`src/rtl/pxs_pkg.sv`:
```
// Shared Pixel Stream definitions: stream layout, widths, default VGA timing and colours.
package pxs_pkg;

    localparam int COORD_W   = 10;
    localparam int VGA_STR_W = 23;
    localparam int RGB_STR_W = 26;
    localparam int MAX_TOTAL = 1 << COORD_W;

    localparam int ACTIVE_BIT = 0;
    localparam int VSYNC_BIT  = 1;
    localparam int HSYNC_BIT  = 2;
    localparam int Y_LSB      = 3;
    localparam int Y_MSB      = 12;
    localparam int X_LSB      = 13;
    localparam int X_MSB      = 22;
    localparam int RGB_LSB    = 23;
    localparam int RGB_MSB    = 25;

    // Default 640x480 @ 60 Hz progressive timing.
    localparam int DEF_H_ACTIVE = 640;
    localparam int DEF_H_FP     = 16;
    localparam int DEF_H_SYNC   = 96;
    localparam int DEF_H_BP     = 48;
    localparam int DEF_V_ACTIVE = 480;
    localparam int DEF_V_FP     = 10;
    localparam int DEF_V_SYNC   = 2;
    localparam int DEF_V_BP     = 33;

    // Field order matches the bit positions above, MSB first.
    typedef struct packed {
        logic [COORD_W-1:0] x;
        logic [COORD_W-1:0] y;
        logic               hsync;
        logic               vsync;
        logic               active;
    } vga_str_t;

    typedef enum logic [2:0] {
        RGB_BLACK = 3'b000,
        RGB_BLUE  = 3'b001,
        RGB_GREEN = 3'b010,
        RGB_RED   = 3'b100,
        RGB_WHITE = 3'b111
    } rgb_e;

    function automatic logic sync_level(input logic in_window, input logic pol);
        return in_window ? pol : ~pol;
    endfunction

endpackage

```
`src/rtl/pxs_mod_counter.sv`:
```
// Modulo-MOD up counter with synchronous clear; wrap_o flags the increment that returns to 0.
module pxs_mod_counter
    import pxs_pkg::*;
#(
    parameter int MOD = DEF_H_ACTIVE,
    parameter int W   = COORD_W
) (
    input  logic         clk_i,
    input  logic         clear_i,
    input  logic         inc_i,
    output logic [W-1:0] count_o,
    output logic         wrap_o
);

    localparam logic [W-1:0] LAST = W'(MOD - 1);

    logic [W-1:0] count_q, count_d;

    assign wrap_o  = inc_i && (count_q == LAST);
    assign count_o = count_q;

    // NOTE: count_d gets a default before the conditional so no latch is inferred.
    always_comb begin
        count_d = count_q;
        if (inc_i) begin
            count_d = wrap_o ? '0 : count_q + W'(1);
        end
    end

    // NOTE: state registers use non-blocking assignments so all flops update together.
    always_ff @(posedge clk_i) begin
        if (clear_i) begin
            count_q <= '0;
        end else begin
            count_q <= count_d;
        end
    end

endmodule

```
`src/rtl/pxs_vga_stream_gen.sv`:
```
// Pixel Stream source: free-running VGA timing with registered sync/coords/active and line/frame strobes.
// Optional frame counter output enabled by defining PXS_FRAME_CNT_EN.
module pxs_vga_stream_gen
    import pxs_pkg::*;
#(
    parameter int H_ACTIVE = DEF_H_ACTIVE,
    parameter int H_FP     = DEF_H_FP,
    parameter int H_SYNC   = DEF_H_SYNC,
    parameter int H_BP     = DEF_H_BP,
    parameter int V_ACTIVE = DEF_V_ACTIVE,
    parameter int V_FP     = DEF_V_FP,
    parameter int V_SYNC   = DEF_V_SYNC,
    parameter int V_BP     = DEF_V_BP,
    parameter int HS_POL   = 0,
    parameter int VS_POL   = 0
) (
    input  logic                 px_clk,
    input  logic                 reset,
    input  logic                 en,
    output logic [VGA_STR_W-1:0] VGAStr_o,
    output logic                 line_start_o,
    output logic                 frame_start_o
`ifdef PXS_FRAME_CNT_EN
    ,
    output logic [7:0]           frame_cnt_o
`endif
);

    localparam int H_TOTAL = H_ACTIVE + H_FP + H_SYNC + H_BP;
    localparam int V_TOTAL = V_ACTIVE + V_FP + V_SYNC + V_BP;

    if (H_TOTAL > MAX_TOTAL || V_TOTAL > MAX_TOTAL) begin : g_bad_timing
        $error("pxs_vga_stream_gen: H_TOTAL/V_TOTAL exceed counter range");
    end

    // One extra bit so window limits equal to MAX_TOTAL do not truncate.
    localparam int XW = COORD_W + 1;
    localparam logic [XW-1:0] H_ACT_L  = XW'(H_ACTIVE);
    localparam logic [XW-1:0] HS_BEG_L = XW'(H_ACTIVE + H_FP);
    localparam logic [XW-1:0] HS_END_L = XW'(H_ACTIVE + H_FP + H_SYNC);
    localparam logic [XW-1:0] V_ACT_L  = XW'(V_ACTIVE);
    localparam logic [XW-1:0] VS_BEG_L = XW'(V_ACTIVE + V_FP);
    localparam logic [XW-1:0] VS_END_L = XW'(V_ACTIVE + V_FP + V_SYNC);
    localparam logic          HS_ON    = 1'(HS_POL);
    localparam logic          VS_ON    = 1'(VS_POL);

    logic [COORD_W-1:0] hcnt, vcnt;
    logic               h_wrap;
    logic               v_wrap_unused;

    pxs_mod_counter #(.MOD(H_TOTAL), .W(COORD_W)) u_hcnt (
        .clk_i   (px_clk),
        .clear_i (reset),
        .inc_i   (en),
        .count_o (hcnt),
        .wrap_o  (h_wrap)
    );

    pxs_mod_counter #(.MOD(V_TOTAL), .W(COORD_W)) u_vcnt (
        .clk_i   (px_clk),
        .clear_i (reset),
        .inc_i   (en && h_wrap),
        .count_o (vcnt),
        .wrap_o  (v_wrap_unused)
    );

    vga_str_t str_q, str_d;
    logic     line_start_q, line_start_d;
    logic     frame_start_q, frame_start_d;

    always_comb begin
        logic [XW-1:0] hx, vx;
        hx            = {1'b0, hcnt};
        vx            = {1'b0, vcnt};
        str_d.x       = hcnt;
        str_d.y       = vcnt;
        str_d.active  = (hx < H_ACT_L) && (vx < V_ACT_L);
        str_d.hsync   = sync_level((hx >= HS_BEG_L) && (hx < HS_END_L), HS_ON);
        str_d.vsync   = sync_level((vx >= VS_BEG_L) && (vx < VS_END_L), VS_ON);
        line_start_d  = (hcnt == '0);
        frame_start_d = (hcnt == '0) && (vcnt == '0);
    end

    // Strobes drop to 0 while stalled so a held line/frame start never pulses twice.
    always_ff @(posedge px_clk) begin
        if (reset) begin
            str_q         <= '{x: '0, y: '0, hsync: ~HS_ON, vsync: ~VS_ON, active: 1'b0};
            line_start_q  <= 1'b0;
            frame_start_q <= 1'b0;
        end else if (en) begin
            str_q         <= str_d;
            line_start_q  <= line_start_d;
            frame_start_q <= frame_start_d;
        end else begin
            line_start_q  <= 1'b0;
            frame_start_q <= 1'b0;
        end
    end

    assign VGAStr_o      = str_q;
    assign line_start_o  = line_start_q;
    assign frame_start_o = frame_start_q;

`ifdef PXS_FRAME_CNT_EN
    logic [7:0] frame_cnt_q;

    // Advances on the same edge that loads frame_start_o high.
    always_ff @(posedge px_clk) begin
        if (reset) begin
            frame_cnt_q <= '0;
        end else if (en && frame_start_d) begin
            frame_cnt_q <= frame_cnt_q + 8'd1;
        end
    end

    assign frame_cnt_o = frame_cnt_q;
`endif

endmodule

```
`config.mk`:
```
export PLATFORM = sky130hd
export DESIGN_NAME = pxs_vga_stream_gen
export DESIGN_NICKNAME = d
export VERILOG_FILES = /design/src/rtl/pxs_pkg.sv /design/src/rtl/pxs_mod_counter.sv /design/src/rtl/pxs_vga_stream_gen.sv
export SDC_FILE = /design/constraint.sdc
export NUM_CORES = 1
export LEC_CHECK = 0
export ABC_AREA = 0
export CELL_PAD_IN_SITES_DETAIL_PLACEMENT = 0
export CELL_PAD_IN_SITES_GLOBAL_PLACEMENT = 1
export CORE_MARGIN = 2
export CORE_UTILIZATION = 41
export DETAILED_ROUTE_END_ITERATION = 16
export PLACE_DENSITY = 0.76
export SLEW_MARGIN = 20
export SYNTH_ARGS = -nofsm -noshare
export SYNTH_HDL_FRONTEND = slang
export SYNTH_HIERARCHICAL = 1
export SYNTH_SLANG_ARGS = --single-unit
```
`constraint.sdc`:
```
create_clock -name px_clk -period 2.24 [get_ports px_clk]
set_input_delay 0.336 -clock px_clk [delete_from_list [all_inputs] [get_ports px_clk]]
set_output_delay 0.336 -clock px_clk [all_outputs]
set_load 0.02 [all_outputs]
```
==> Word-level counts from Yosys, hierarchy flattened <==
Cells that the tools add are included.
{ "word_totals": {"ff_bits": 45, "out_inout_bits": 25} }
{ "op_classes": {"add_sub_neg": 2, "order_cmp": 6, "eq_ne": 2, "mux": 4, "n_bitwise": 1, "n_reduce_logical": 10} }
{ "ops": {"columns": ["op", "n"], "rows": [
  ["$add 10x1->10 const B", 2],
  ["$eq 10x10->1 const B", 2],
  ["$logic_not 10->1", 2],
  ["$lt 10x10->1 const B", 2],
  ["$lt 10x9->1 const B", 2],
  ["$mux 10", 2],
  ["$ge 10x10->1 const B", 1],
  ["$ge 10x9->1 const B", 1],
  ["$logic_and 1x1->1", 7],
  ["$mux 1", 2],
  ["$reduce_or 2->1", 1],
  ["$not 1->1", 1]
]} }

==> Logic depth before layout (Yosys ltp) <==
{ "logic_depth": {"ltp_word": 5, "depth_mapped": 9} }

==> By module <==
Netlist, hierarchy kept.
{ "by_module_without_submodules": {"columns": ["module", "n_inst", "cells_per_inst", "area_per_inst_um2"], "rows": [
  ["pxs_vga_stream_gen", 1, 95, 962.2],
  ["pxs_mod_counter (u_hcnt)", 1, 56, 506.7],
  ["pxs_mod_counter (u_vcnt)", 1, 56, 503.0]
]} }

==> Least setup slack after synthesis <==
No wires, ideal clock.
{ "synth_path": {"kind": "register to register", "startpoint": "register u_hcnt.count_q[0], in the netlist u_hcnt/count_o[0]", "endpoint": "register u_vcnt.count_q[9], in the netlist u_vcnt/count_o[9]", "setup_ns": 0.115, "arrival_ns": 1.763, "slack_ns": 0.362, "stages_incl_launch_ff": 10, "n_path_buf": 1, "synth_period_minus_slack_ns": 1.878, "path_cell_list": "dfxtp_1 ha_1 nand3_2 nor3_1 and2_1 buf_4 nand3_2 nor4_4 xnor2_1 nor2_2"} }
{ "synth_between": {"elab_chain_len": 5} }
{ "synth_rtl": {"columns": ["item", "line_no", "rtl"], "rows": [
  ["from (decl)", "pxs_mod_counter.sv:17", "logic [W-1:0] count_q, count_d;"],
  ["from (signal assigned)", "pxs_mod_counter.sv:35", "count_q <= count_d;"],
  ["$eq 10x10->1 *", "pxs_mod_counter.sv:19", "assign wrap_o = inc_i && (count_q == LAST);"],
  ["$logic_and 1x1->1 *", "pxs_mod_counter.sv:19", null],
  ["via h_wrap", "pxs_vga_stream_gen.sv:48", "logic h_wrap;"],
  ["$logic_and 1x1->1 *", "pxs_vga_stream_gen.sv:62", ".inc_i (en && h_wrap),"],
  ["$logic_and 1x1->1", "pxs_mod_counter.sv:19", null],
  ["$mux 10", "pxs_mod_counter.sv:26", "count_d = wrap_o ? '0 : count_q + W'(1);"],
  ["to (signal assigned)", "pxs_mod_counter.sv:35", null],
  ["to (decl)", "pxs_mod_counter.sv:17", null]
]} }
Mark *: on every way through the listed nets, which the timed path passes. The rest lies on a longest branch.
A chain may end at the register's enable or synchronous reset.

==> Worst setup path in the final report <==
{ "layout_path": {"startpoint": "register u_hcnt.count_q[5], in the netlist u_hcnt/count_o[5]", "endpoint": "register u_vcnt.count_q[9], in the netlist u_vcnt/count_o[9]"} }
The elaborated chain is that of the path after synthesis.

==> flow_results.xml <==
<?xml version="1.0" encoding="UTF-8"?>
<metrics>
  <group name="status">
    <metric name="outcome" unit="">finished clean</metric>
  </group>
  <group name="setup_path">
    <metric name="cp_max_fo" unit="">9</metric>
    <metric name="critical-path-slowest-cell" unit="">sky130_fd_sc_hd__or3_4</metric>
    <metric name="timing.setup.critical_path_class" unit="">flop to flop</metric>
    <metric name="cp_cell_sequence" unit="">or3_4 &gt; nor3_1 &gt; and2_2 &gt; nand3_2 &gt; nor4_4 &gt; xnor2_1 &gt; nor2_2</metric>
    <metric name="cp-end-kind" unit="">flop</metric>
    <metric name="timing.critical_path.slowest_cell_delay" unit="ns">0.45</metric>
    <metric name="worstPathRequired" unit="ns">2.43</metric>
    <metric name="timing.critical_path.from_type" unit="">flop</metric>
    <metric name="worstPathArrival" unit="ns">2.19</metric>
  </group>
  <group name="sta">
    <metric name="timing.final.setup_violations" unit="">0</metric>
    <metric name="final.min_clock_period" unit="ns">2.00</metric>
    <metric name="setup-tns-final" unit="ns">0</metric>
    <metric name="grt_setup_unrepaired" unit="">false</metric>
    <metric name="maxClockFrequency" unit="MHz">501</metric>
    <metric name="slew_violations" unit="">0</metric>
    <metric name="final_worst_path_cycle_share" unit="%">89.2</metric>
    <metric name="fin_skew" unit="ns">0.00319</metric>
    <metric name="timing_hold_violations_final" unit="">0</metric>
    <metric name="worst_max_slew_pin_slew" unit="ns">0.328</metric>
    <metric name="maxSlewHeadroom" unit="%">77.9</metric>
  </group>
  <group name="finish">
    <metric name="layout_commonest_cell" unit="">sky130_fd_sc_hd__dfxtp_1</metric>
    <metric name="num-nets-final" unit="">251</metric>
    <metric name="most-common-layout-cells" unit="">sky130_fd_sc_hd__dfxtp_1, sky130_fd_sc_hd__nor2_1, sky130_fd_sc_hd__clkdlybuf4s50_1</metric>
    <metric name="area_delta_synth_final" unit="%">24.0</metric>
    <metric name="postLayoutCoreUtil" unit="%">52.4</metric>
    <metric name="final_layout_size_suffix_gt1_share" unit="%">12.7</metric>
    <metric name="multi_input_comb_area" unit="mm²">0.00100</metric>
    <metric name="fillCellCount" unit="">445</metric>
    <metric name="antenna_cells_inserted" unit="">0</metric>
    <metric name="ff_latch_area" unit="µm²">901</metric>
    <metric name="stdcell_count" unit="">299</metric>
  </group>
  <group name="clock_tree">
    <metric name="clk_root_buffer_cell" unit="">sky130_fd_sc_hd__clkbuf_8</metric>
    <metric name="cts_sinks" unit="">45</metric>
    <metric name="count_of_instances_resized_after_the_clock_tree_is_built" unit="">0</metric>
    <metric name="insertion_delay" unit="ns">0.30</metric>
    <metric name="cts_htree_levels" unit="">2</metric>
    <metric name="clock_tree.buffer_depth" unit="">2</metric>
    <metric name="clkTransAtPathRegs" unit="ns">0.08</metric>
    <metric name="cts_made_buffers" unit="">5</metric>
    <metric name="cts_hold_buf" unit="">0</metric>
    <metric name="number_of_buffers_added_for_setup_after_cts" unit="">0</metric>
    <metric name="cts_tree" unit="">yes</metric>
  </group>
  <group name="synthesis">
    <metric name="synthCells" unit="">206</metric>
    <metric name="synth_warn" unit="">6</metric>
    <metric name="syn-mean-instance-area" unit="µm²">9.55</metric>
    <metric name="synthesized_nets" unit="">212</metric>
    <metric name="synth.cell_area" unit="mm²">0.00197</metric>
  </group>
  <group name="grt">
    <metric name="antenna_found_initial" unit="">0</metric>
    <metric name="globalRoute.totalOverflow" unit="">0</metric>
    <metric name="grt_max_degree" unit="">23</metric>
    <metric name="globalRouteTotalUtil" unit="%">17.8</metric>
    <metric name="via_count_of_the_first_global_routing_pass" unit="">1493</metric>
    <metric name="first_pass_grt_wire_length" unit="µm">7330</metric>
  </group>
  <group name="routing">
    <metric name="viasPerCell" unit="">5.34</metric>
    <metric name="drt-pass1-iter-count" unit="">5</metric>
    <metric name="route.detailed.drc" unit="">0</metric>
    <metric name="detail_route.iter0.violations" unit="">83</metric>
    <metric name="detailed_route_via_count" unit="">1597</metric>
    <metric name="route.detailed.wl_per_inst" unit="µm">14.2</metric>
    <metric name="finalWirelength" unit="µm">4250</metric>
    <metric name="antenna_violating_nets_post_route" unit="">0</metric>
  </group>
  <group name="run">
    <metric name="maxCapViolCount" unit="">0</metric>
  </group>
  <group name="placed_design">
    <metric name="final_hpwl_from_detailed_placement" unit="µm">3050</metric>
    <metric name="placedCellCount" unit="">292</metric>
    <metric name="port-buffer-count" unit="">27</metric>
    <metric name="gp_congestion" unit="">0.859</metric>
  </group>
  <group name="floorplan">
    <metric name="rows" unit="">25</metric>
    <metric name="dieHeight" unit="µm">73.3</metric>
    <metric name="die_area" unit="mm²">0.00537</metric>
    <metric name="dieWidth" unit="µm">73.3</metric>
    <metric name="placeableCoreArea" unit="mm²">0.00466</metric>
    <metric name="initial_core_util" unit="%">42.2</metric>
    <metric name="design.portCount" unit="">28</metric>
  </group>
  <group name="power_and_ir_drop">
    <metric name="total_leakage_power" unit="nW">0.940</metric>
    <metric name="cellPowerDensity" unit="mW/mm²">573</metric>
    <metric name="worst_ir_drop_vdd" unit="mV">0.360</metric>
  </group>
  <group name="worst_hold_path">
    <metric name="hold_path_class" unit="">flop to flop</metric>
  </group>
</metrics>
[final timing paths]
path / from / to / slack [ns] / depth (start not counted)
max: u_hcnt/count_o[5] / u_vcnt/count_o[9] / 0.24 / 7
min: VGAStr_o[1] / VGAStr_o[1] / 0.48 / 2
max reg2reg: u_hcnt/count_o[5] / u_vcnt/count_o[9] / 0.24 / 7
min reg2reg: VGAStr_o[1] / VGAStr_o[1] / 0.48 / 2
[final cells by class]
class | instances | share of cell area [%]
clock buffers | 7 | 3.54
inverters | 5 | 0.769
multi-input cells | 148 | 41.2
flip-flops and latches | 45 | 36.9
well taps | 54 | 2.77
repair buffers | 40 | 14.9
[stage by stage]
step | cell area, µm² | hold WS (ns) | total power, mW | worst slack (ns)
after floorplan | 1970 | 0.405 | 0.883 | 0.362
after global placement | 2350 | 0.456 | 0.914 | 0.228
after detailed placement | 2350 | 0.463 | 0.913 | 0.163
after CTS | 2440 | 0.476 | 1.42 | 0.148
after global routing | 2440 | 0.489 | 1.45 | 0.0780
final | 2440 | 0.479 | 1.40 | 0.242
[state kept, by name, summed over array words and instances (netlist names)]
register	count
VGAStr_o	23
line_start_o	1
u_hcnt/count_o	10
u_vcnt/count_o	10
frame_start_o	1
[critical path: cells and delay by family (launching register included)]
family | cells | cell delay [ns]
xor gates and xnor gates | 1 | 0.17
DFF | 1 | 0.38
and+or+nand+nor | 6 | 1.35
[layer usage]
metal  GRT usage (%)  vias up  routed length (µm)
li1                -      812                   -
met1            23.7      745                1980
met2            26.8       35                2020
met3            5.21        5                 197
met4            7.20        0                  53
met5               0        -                   0
[report_power, final]
part	total, mW	internal (mW)	leakage, nW	switching, mW
clock network	0.507	0.245	0.0443	0.262
logic	0.0814	0.0359	0.532	0.0455
registers	0.812	0.807	0.364	0.00507
total	1.40	1.09	0.940	0.312
(Power assumes the default switching activity.)
